File: config.mk
export PLATFORM = sky130hd
export DESIGN_NAME = arbitro_hamming_flat
export DESIGN_NICKNAME = d
export VERILOG_FILES = /design/src/rtl/arbitro_hamming_pkg.sv /design/src/rtl/arbitro_hamming_if.sv /design/src/rtl/arbitro_hamming_rr_arbitro.sv /design/src/rtl/arbitro_hamming.sv /design/src/flat_wrapper.sv
export SDC_FILE = /design/constraint.sdc
export NUM_CORES = 1
export LEC_CHECK = 0
export BUFFER_PORTS_ARGS = -buffer_cell sky130_fd_sc_hd__buf_2
export CAP_MARGIN = 5
export CORE_MARGIN = 1.5
export CORE_UTILIZATION = 45
export DETAILED_ROUTE_END_ITERATION = 10
export MAX_ROUTING_LAYER = met4
export PLACE_DENSITY = 0.72
export SLEW_MARGIN = 20
export SYNTH_ARGS = -nofsm -noshare
export SYNTH_HDL_FRONTEND = slang
export SYNTH_SLANG_ARGS = --single-unit
File: constraint.sdc
create_clock -name clk -period 3.2 [get_ports clk]
set_clock_uncertainty 0.1 [all_clocks]
set_input_delay 0.64 -clock clk [delete_from_list [all_inputs] [get_ports clk]]
set_output_delay 0.64 -clock clk [all_outputs]
set_load 0.05 [all_outputs]
File: src/rtl/arbitro_hamming_pkg.sv
// Shared definitions for the Hamming(15,11) arbiter: FSM encoding, codeword
// geometry and the id-width helper.
package arbitro_hamming_pkg;

  typedef enum logic [1:0] {
    OCIOSO     = 2'd0,
    DECODIFICA = 2'd1,
    RESPOSTA   = 2'd2
  } estado_t;

  localparam int CW_W   = 15;
  localparam int DATA_W = 11;

  // Zero-based bit index of each parity position (Hamming positions 1, 2, 4, 8).
  localparam int PARITY_POS [4] = '{0, 1, 3, 7};

  // Codeword bit feeding each data bit, LSB first: {c[14:8], c[6:4], c[2]}.
  localparam int DATA_IDX [11] = '{2, 4, 5, 6, 8, 9, 10, 11, 12, 13, 14};

  function automatic int id_width(input int n);
    return (n > 2) ? $clog2(n) : 1;
  endfunction

endpackage

File: src/rtl/arbitro_hamming_if.sv
// Requester/consumer bundle of the Hamming arbiter; slave = the arbiter side.
// Handshake: req_ready is a one-cycle grant pulse, the codeword is taken while
// req_valid && req_ready; a response is consumed in the cycle resp_valid && resp_ack.
interface arbitro_hamming_if #(
  parameter int NUM_REQ = 4,
  parameter int CNT_W   = 16
) ();
  import arbitro_hamming_pkg::*;

  localparam int IDW = id_width(NUM_REQ);

  logic [NUM_REQ-1:0]      req_valid;
  logic [CW_W*NUM_REQ-1:0] req_data;
  logic [NUM_REQ-1:0]      req_ready;
  logic                    resp_valid;
  logic [IDW-1:0]          resp_id;
  logic [DATA_W-1:0]       resp_data;
  logic                    resp_corrigido;
  logic                    resp_ack;
  logic [CNT_W-1:0]        err_count;
  logic                    clr_count;
  estado_t                 estado;

  modport slave (
    input  req_valid, req_data, resp_ack, clr_count,
    output req_ready, resp_valid, resp_id, resp_data, resp_corrigido, err_count, estado
  );

  modport master (
    output req_valid, req_data, resp_ack, clr_count,
    input  req_ready, resp_valid, resp_id, resp_data, resp_corrigido, err_count, estado
  );

endinterface

File: src/rtl/arbitro_hamming_rr_arbitro.sv
// Combinational round-robin picker: first requester at or above ptr, wrapping
// at NUM_REQ (which need not be a power of two).
module rr_arbitro
  import arbitro_hamming_pkg::*;
#(
  parameter int NUM_REQ = 4,
  localparam int IDW    = id_width(NUM_REQ)
) (
  input  logic [NUM_REQ-1:0] req,
  input  logic [IDW-1:0]     ptr,
  output logic [NUM_REQ-1:0] gnt,
  output logic [IDW-1:0]     gnt_idx
);

  logic           achou;
  logic [IDW:0]   soma;
  logic [IDW-1:0] idx;

  always_comb begin
    gnt     = '0;
    gnt_idx = '0;
    achou   = 1'b0;
    soma    = '0;
    idx     = '0;
    for (int i = 0; i < NUM_REQ; i++) begin
      soma = {1'b0, ptr} + (IDW+1)'(i);
      if (soma >= (IDW+1)'(NUM_REQ)) soma = soma - (IDW+1)'(NUM_REQ);
      idx = soma[IDW-1:0];
      if (!achou && req[idx]) begin
        achou      = 1'b1;
        gnt[idx]   = 1'b1;
        gnt_idx    = idx;
      end
    end
  end

endmodule

File: src/rtl/arbitro_hamming.sv
// Shares one Hamming(15,11) single-error corrector among NUM_REQ requesters,
// one codeword in flight, with a saturating count of corrected words.
module arbitro_hamming
  import arbitro_hamming_pkg::*;
#(
  parameter int NUM_REQ = 4,
  parameter int CNT_W   = 16
) (
  input logic               clk,
  input logic               rst,
  arbitro_hamming_if.slave  bus
);

  localparam int IDW = id_width(NUM_REQ);

  estado_t             estado, prox;
  logic [IDW-1:0]      ptr, id_q, gnt_idx, resp_id_q;
  logic [NUM_REQ-1:0]  gnt;
  logic [CW_W-1:0]     w_q, c;
  logic [CW_W-1:0]     fatia [NUM_REQ];
  logic [3:0]          pos;
  logic [DATA_W-1:0]   dado, resp_data_q;
  logic                resp_corr_q;
  logic [CNT_W-1:0]    err_cnt;

  for (genvar k = 0; k < NUM_REQ; k++) begin : g_fatia
    assign fatia[k] = bus.req_data[CW_W*k +: CW_W];
  end

  rr_arbitro #(.NUM_REQ(NUM_REQ)) u_rr (
    .req     (bus.req_valid),
    .ptr     (ptr),
    .gnt     (gnt),
    .gnt_idx (gnt_idx)
  );

  always_ff @(posedge clk or posedge rst) begin
    if (rst) estado <= OCIOSO;
    else     estado <= prox;
  end

  always_comb begin
    prox = estado;
    case (estado)
      OCIOSO:     if (|bus.req_valid) prox = DECODIFICA;
      DECODIFICA: prox = RESPOSTA;
      RESPOSTA:   if (bus.resp_ack) prox = OCIOSO;
      default:    prox = OCIOSO;
    endcase
  end

  // The grant is masked during reset so req_ready reads 0 while rst is high.
  always_comb begin
    bus.req_ready  = '0;
    if (estado == OCIOSO && !rst) bus.req_ready = gnt;
    bus.resp_valid = (estado == RESPOSTA);
    bus.estado     = estado;
  end

  // Syndrome bit j covers every position whose index has the bit of parity position j set.
  always_comb begin
    pos = '0;
    for (int j = 0; j < 4; j++) begin
      for (int i = 0; i < CW_W; i++) begin
        if (((i + 1) & (PARITY_POS[j] + 1)) != 0) pos[j] = pos[j] ^ w_q[i];
      end
    end
    c = w_q;
    if (pos != 4'd0) c[pos - 4'd1] = ~c[pos - 4'd1];
    dado = '0;
    for (int k = 0; k < DATA_W; k++) dado[k] = c[DATA_IDX[k]];
  end

  always_ff @(posedge clk or posedge rst) begin
    if (rst) begin
      ptr         <= '0;
      id_q        <= '0;
      w_q         <= '0;
      resp_id_q   <= '0;
      resp_data_q <= '0;
      resp_corr_q <= 1'b0;
    end else begin
      case (estado)
        OCIOSO: if (|bus.req_valid) begin
          w_q  <= fatia[gnt_idx];
          id_q <= gnt_idx;
        end
        DECODIFICA: begin
          resp_data_q <= dado;
          resp_corr_q <= (pos != 4'd0);
          resp_id_q   <= id_q;
        end
        RESPOSTA: if (bus.resp_ack) begin
          if (resp_id_q == IDW'(NUM_REQ - 1)) ptr <= '0;
          else                                ptr <= resp_id_q + 1'b1;
        end
        default: ;
      endcase
    end
  end

  // Clear has priority over a same-cycle increment.
  always_ff @(posedge clk or posedge rst) begin
    if (rst)                                                   err_cnt <= '0;
    else if (bus.clr_count)                                    err_cnt <= '0;
    else if (estado == DECODIFICA && pos != 4'd0 && err_cnt != '1) err_cnt <= err_cnt + 1'b1;
  end

  assign bus.resp_id        = resp_id_q;
  assign bus.resp_data      = resp_data_q;
  assign bus.resp_corrigido = resp_corr_q;
  assign bus.err_count      = err_cnt;

endmodule

File: src/flat_wrapper.sv
// flat-port wrapper written by rule: the top's interface ports become plain ports
module arbitro_hamming_flat import arbitro_hamming_pkg::*;
#(
  parameter int NUM_REQ = 4,
  parameter int CNT_W   = 16
)
  (clk, rst, bus_req_valid, bus_req_data, bus_resp_ack, bus_clr_count, bus_req_ready, bus_resp_valid, bus_resp_id, bus_resp_data, bus_resp_corrigido, bus_err_count, bus_estado);
  arbitro_hamming_if #(.NUM_REQ(NUM_REQ), .CNT_W(CNT_W)) bus_i ();
  input logic clk;
  input logic rst;
  input wire logic [$bits(bus_i.req_valid)-1:0] bus_req_valid;
  input wire logic [$bits(bus_i.req_data)-1:0] bus_req_data;
  input wire logic [$bits(bus_i.resp_ack)-1:0] bus_resp_ack;
  input wire logic [$bits(bus_i.clr_count)-1:0] bus_clr_count;
  output wire logic [$bits(bus_i.req_ready)-1:0] bus_req_ready;
  output wire logic [$bits(bus_i.resp_valid)-1:0] bus_resp_valid;
  output wire logic [$bits(bus_i.resp_id)-1:0] bus_resp_id;
  output wire logic [$bits(bus_i.resp_data)-1:0] bus_resp_data;
  output wire logic [$bits(bus_i.resp_corrigido)-1:0] bus_resp_corrigido;
  output wire logic [$bits(bus_i.err_count)-1:0] bus_err_count;
  output wire logic [$bits(bus_i.estado)-1:0] bus_estado;
  assign bus_i.req_valid = bus_req_valid;
  assign bus_i.req_data = bus_req_data;
  assign bus_i.resp_ack = bus_resp_ack;
  assign bus_i.clr_count = bus_clr_count;
  assign bus_req_ready = bus_i.req_ready;
  assign bus_resp_valid = bus_i.resp_valid;
  assign bus_resp_id = bus_i.resp_id;
  assign bus_resp_data = bus_i.resp_data;
  assign bus_resp_corrigido = bus_i.resp_corrigido;
  assign bus_err_count = bus_i.err_count;
  assign bus_estado = bus_i.estado;
  arbitro_hamming #(.NUM_REQ(NUM_REQ), .CNT_W(CNT_W)) u_core (.clk(clk), .rst(rst), .bus(bus_i));
endmodule
==> out/summary.txt <==
SYNTHESIS
------------------------------------------------------------------------------------
Mapped Cells                                                                     488
Leading cell type by number of instances after synthesis                sky130_fd_sc_hd__nor2_1
Proportion of synthesized flip-flops having asynchronous set or reset           1.00
Synthesis warning total                                                            0
Area share of the largest cell type after synthesis                            0.298
Post-synthesis area per instance                                          8.77 sq um
Cell type with the highest aggregate area in the netlist                sky130_fd_sc_hd__dfrtp_1
Area of the mapped netlist                                                4280 sq um
Number of storage elements in the synthesis netlist                               51
Sequential fraction of the synthesis area                                      0.298
Leading register cell type out of synthesis                             sky130_fd_sc_hd__dfrtp_1
Count of unique library cells instantiated by Yosys                               58
Dominant cells by area after synthesis                                  sky130_fd_sc_hd__dfrtp_1 30%, sky130_fd_sc_hd__mux2i_1 9.1%, sky130_fd_sc_hd__xnor2_1 5.7%
Top cell types by occurrence after synthesis                            56 x sky130_fd_sc_hd__nor2_1, 52 x sky130_fd_sc_hd__nand2_1, 51 x sky130_fd_sc_hd__dfrtp_1
Number of enable flip-flop cells after synthesis                                   0
Post-synth net total                                                             568

HOLD PATH
------------------------------------------------------------------------------------
Type of the most critical hold path                                     register to register
Source of the worst hold timing path                                    u_core.id_q[1]
Hold Crit Endpoint                                                      u_core.bus.resp_id[1]
Cell depth of the worst hold path                                                  2

TIMING
------------------------------------------------------------------------------------
Number of setup violations in the final report                                     0
Setup repair after global routing missed its margin                              yes
Slew at the pin with the worst max-slew slack                                 976 ps
Slack of the critical path                                                   69.6 ps
Relative slew margins                                                          0.349
Fraction of the cycle the final worst path needs                               0.978
Number of slew-limit violations in the final report                                0
Hold Fails Final Rpt                                                               0
F_max                                                                        319 MHz
Time the worst path needs with I/O delays and setup                          3130 ps

WORST SETUP PATH
------------------------------------------------------------------------------------
Data required time of the critical path                                      2460 ps
Biggest cell delay along the critical path                                    440 ps
CP cell instances                                                       inv_2 > ha_1 > or3_4 > a211oi_4 > a221oi_2 > nor2_4 > buf_4
Category of the worst setup path capture point                           output port
FF-to-FF path depth                                                                9
Arrival time at the worst endpoint                                           2390 ps
Highest-delay cell along the critical path                              sky130_fd_sc_hd__dfrtp_2
Worst flop-to-flop path startpoint                                      u_core.w_q[10]
FF-to-FF End                                                            u_core.bus.resp_data[5]
Slack of the worst reg-to-reg path                                             70 ps
Startpoint kind of the worst setup timing path                              register
Class of the most critical setup path                                   register to output port
Highest fanout seen on the critical path                                           5

CTS
------------------------------------------------------------------------------------
Clock-pin slew on the worst setup and hold paths                               90 ps
Buffer type at the clock tree root                                      sky130_fd_sc_hd__clkbuf_8
Number of buffers added by the clock tree synthesis step                           5
Skew-Pair Late Insertion Delay                                                300 ps
Number of sinks driven by the clock tree                                          51
Post-CTS Hold Fix Bufs                                                             0
CTS Buffer Depth                                                                   2
TritonCTS clock tree                                                            done
Max H-tree Level                                                                   2

GLOBAL ROUTING
------------------------------------------------------------------------------------
Maximum number of pins on one net before global-route repair                      52
Vias in the first global route                                                  3755
First-pass GRT wire length                                                  17600 um
Initial antenna violation count                                                    0
Total Routing Usage GR                                                         0.219
Gr ovfl total                                                                      0

FLOORPLAN
------------------------------------------------------------------------------------
Core footprint                                                            9240 sq um
Starting Density                                                               0.463
X dimension of the die                                                        101 um
Die Height                                                                    101 um
Die outline area                                                         10100 sq um
Total number of placement rows                                                    35
Number of top-level design ports                                                 105

ROUTING
------------------------------------------------------------------------------------
Total DRC errors in the routed layout                                              0
Antenna Violating Nets Remaining                                                   0
Via count normalized by instance count                                          5.52
Total wire length                                                           10800 um
Vias                                                                            4079
Detailed Route Iter0 Violations                                                  187
DR pass1 iterations                                                                4
WL per Instance                                                              14.6 um

LAYOUT
------------------------------------------------------------------------------------
Synthesis-to-finish area growth                                                27.6%
Fill count                                                                       834
Final-stage net count                                                            689
Fraction of final layout cells with drive strength greater than 1              0.359
Summed area of non-filler cells in the final layout                       5460 sq um
Inserted Diodes                                                                    0

PLACED DESIGN
------------------------------------------------------------------------------------
DP Worst Slack                                                              -55.7 ps
Number of I/O port buffers                                                       104
Post-detailed-placement half-perimeter wirelength                            7990 um
GPL Wtd Cong                                                                   0.899
Placed cell area                                                          5140 sq um

FLOW RUN
------------------------------------------------------------------------------------
Maxcap violations                                                                  0

RUN STATUS
------------------------------------------------------------------------------------
Run status                                                              complete, no violations

==> flip-flops by register name, indices dropped and copies added, names as in the netlist <==
signal and flops:
u_core.bus.err_count 16, u_core.w_q 15, u_core.bus.resp_data 11, u_core.bus.estado 2, u_core.bus.resp_id 2, u_core.id_q 2
u_core.ptr 2, u_core.bus.resp_corrigido 1
==> area by class of cell <==
class	count	area, sq um	share of cell area
multi-input combinational	395	3010	0.552
inverter	12	48.8	0.00894
clock buffer	6	82.6	0.0151
timing repair buffer	144	858	0.157
tap	129	161	0.0296
clock inverter	2	16.3	0.00298
sequential	51	1280	0.234
==> cells in the final DEF (no fill, tap or decap), types with 5 or more instances in the layout <==
cell type,n
sky130_fd_sc_hd__nor2_1,52
sky130_fd_sc_hd__inv_1,6
sky130_fd_sc_hd__or2_0,25
sky130_fd_sc_hd__xnor2_1,25
sky130_fd_sc_hd__a22oi_1,5
sky130_fd_sc_hd__or2_2,5
sky130_fd_sc_hd__o31ai_1,5
sky130_fd_sc_hd__mux2i_1,33
sky130_fd_sc_hd__buf_4,39
sky130_fd_sc_hd__a21oi_1,7
sky130_fd_sc_hd__xnor2_2,7
sky130_fd_sc_hd__inv_2,5
sky130_fd_sc_hd__nor3_1,7
sky130_fd_sc_hd__o2111ai_1,16
sky130_fd_sc_hd__buf_2,100
sky130_fd_sc_hd__ha_1,11
sky130_fd_sc_hd__mux2_2,6
sky130_fd_sc_hd__nand3_1,15
sky130_fd_sc_hd__nor4_1,10
sky130_fd_sc_hd__clkbuf_8,6
sky130_fd_sc_hd__dfrtp_1,48
sky130_fd_sc_hd__nand2_1,52
sky130_fd_sc_hd__o21ai_0,15
sky130_fd_sc_hd__a31oi_1,22
sky130_fd_sc_hd__mux2i_2,6
sky130_fd_sc_hd__mux4_2,5
==> timing repair <==
action,CTS,global route
endpoints found under the setup margin,13,15
pin swaps,2,10
gates cloned,0,1
gates resized for setup,8,29
buffers inserted,0,7
==> metal layers <==
layer	share of wire	global-route usage
met1	0.47	0.307
met2	0.47	0.347
met3	0.051	0.0243
met4	0.0086	0.0401
met5	0	-
==> critical path, delay by kind of cell, from the launching register on <==
family,cells,cell delay (ps)
DFF,1,440
adders and majority gates,1,350
and+or+nand+nor,2,510
AOI/OAI and AO/OA,2,500
buffers and inverters,2,280
==> stage by stage <==
| stage | hold slack [ps] | std cells | setup TNS [ps] | utilization |
|---|---|---|---|---|
| after detailed placement | 360 | 723 | -112 | 0.557 |
| after global routing | 439 | 739 | -396 | 0.591 |
| final | 385 | 739 | 0 | 0.591 |
| after floorplan | 335 | 488 | 0 | - |
| after CTS | 384 | 731 | 0 | 0.570 |
| after global placement | 354 | 723 | 0 | 0.557 |
==> kinds of logic after synthesis <==
| logic type | after synthesis | share of synthesized area |
|---|---|---|
| buffers and inverters | 43 | 0.0433 |
| AO/OA/AOI/OAI | 99 | 0.172 |
| adder cells (fa/ha/maj) | 12 | 0.0351 |
| AND/OR/NAND/NOR | 191 | 0.213 |
| XOR/XNOR | 39 | 0.0965 |
| multiplexers | 53 | 0.142 |
| flip-flops | 51 | 0.298 |
==> worst max-delay path by stage <==
stage / cells after the start / slack (ps) / end / startpoint
floorplan: 9 / 20 / u_core.bus.resp_data[1] / u_core.w_q[6]
global placement: 8 / 20 / u_core.bus.resp_data[1] / u_core.w_q[6]
detailed placement: 8 / -60 / u_core.bus.resp_data[2] / u_core.w_q[6]
CTS: 8 / 20 / u_core.bus.resp_data[2] / u_core.w_q[6]
global route: 12 / -70 / u_core.bus.resp_data[8] / u_core.w_q[10]
finish: 7 / 70 / bus_req_ready[1] / u_core.ptr[0]
Power is not shown: default switching activity piles up to over one toggle a cycle in this logic, so the estimate is an artifact.
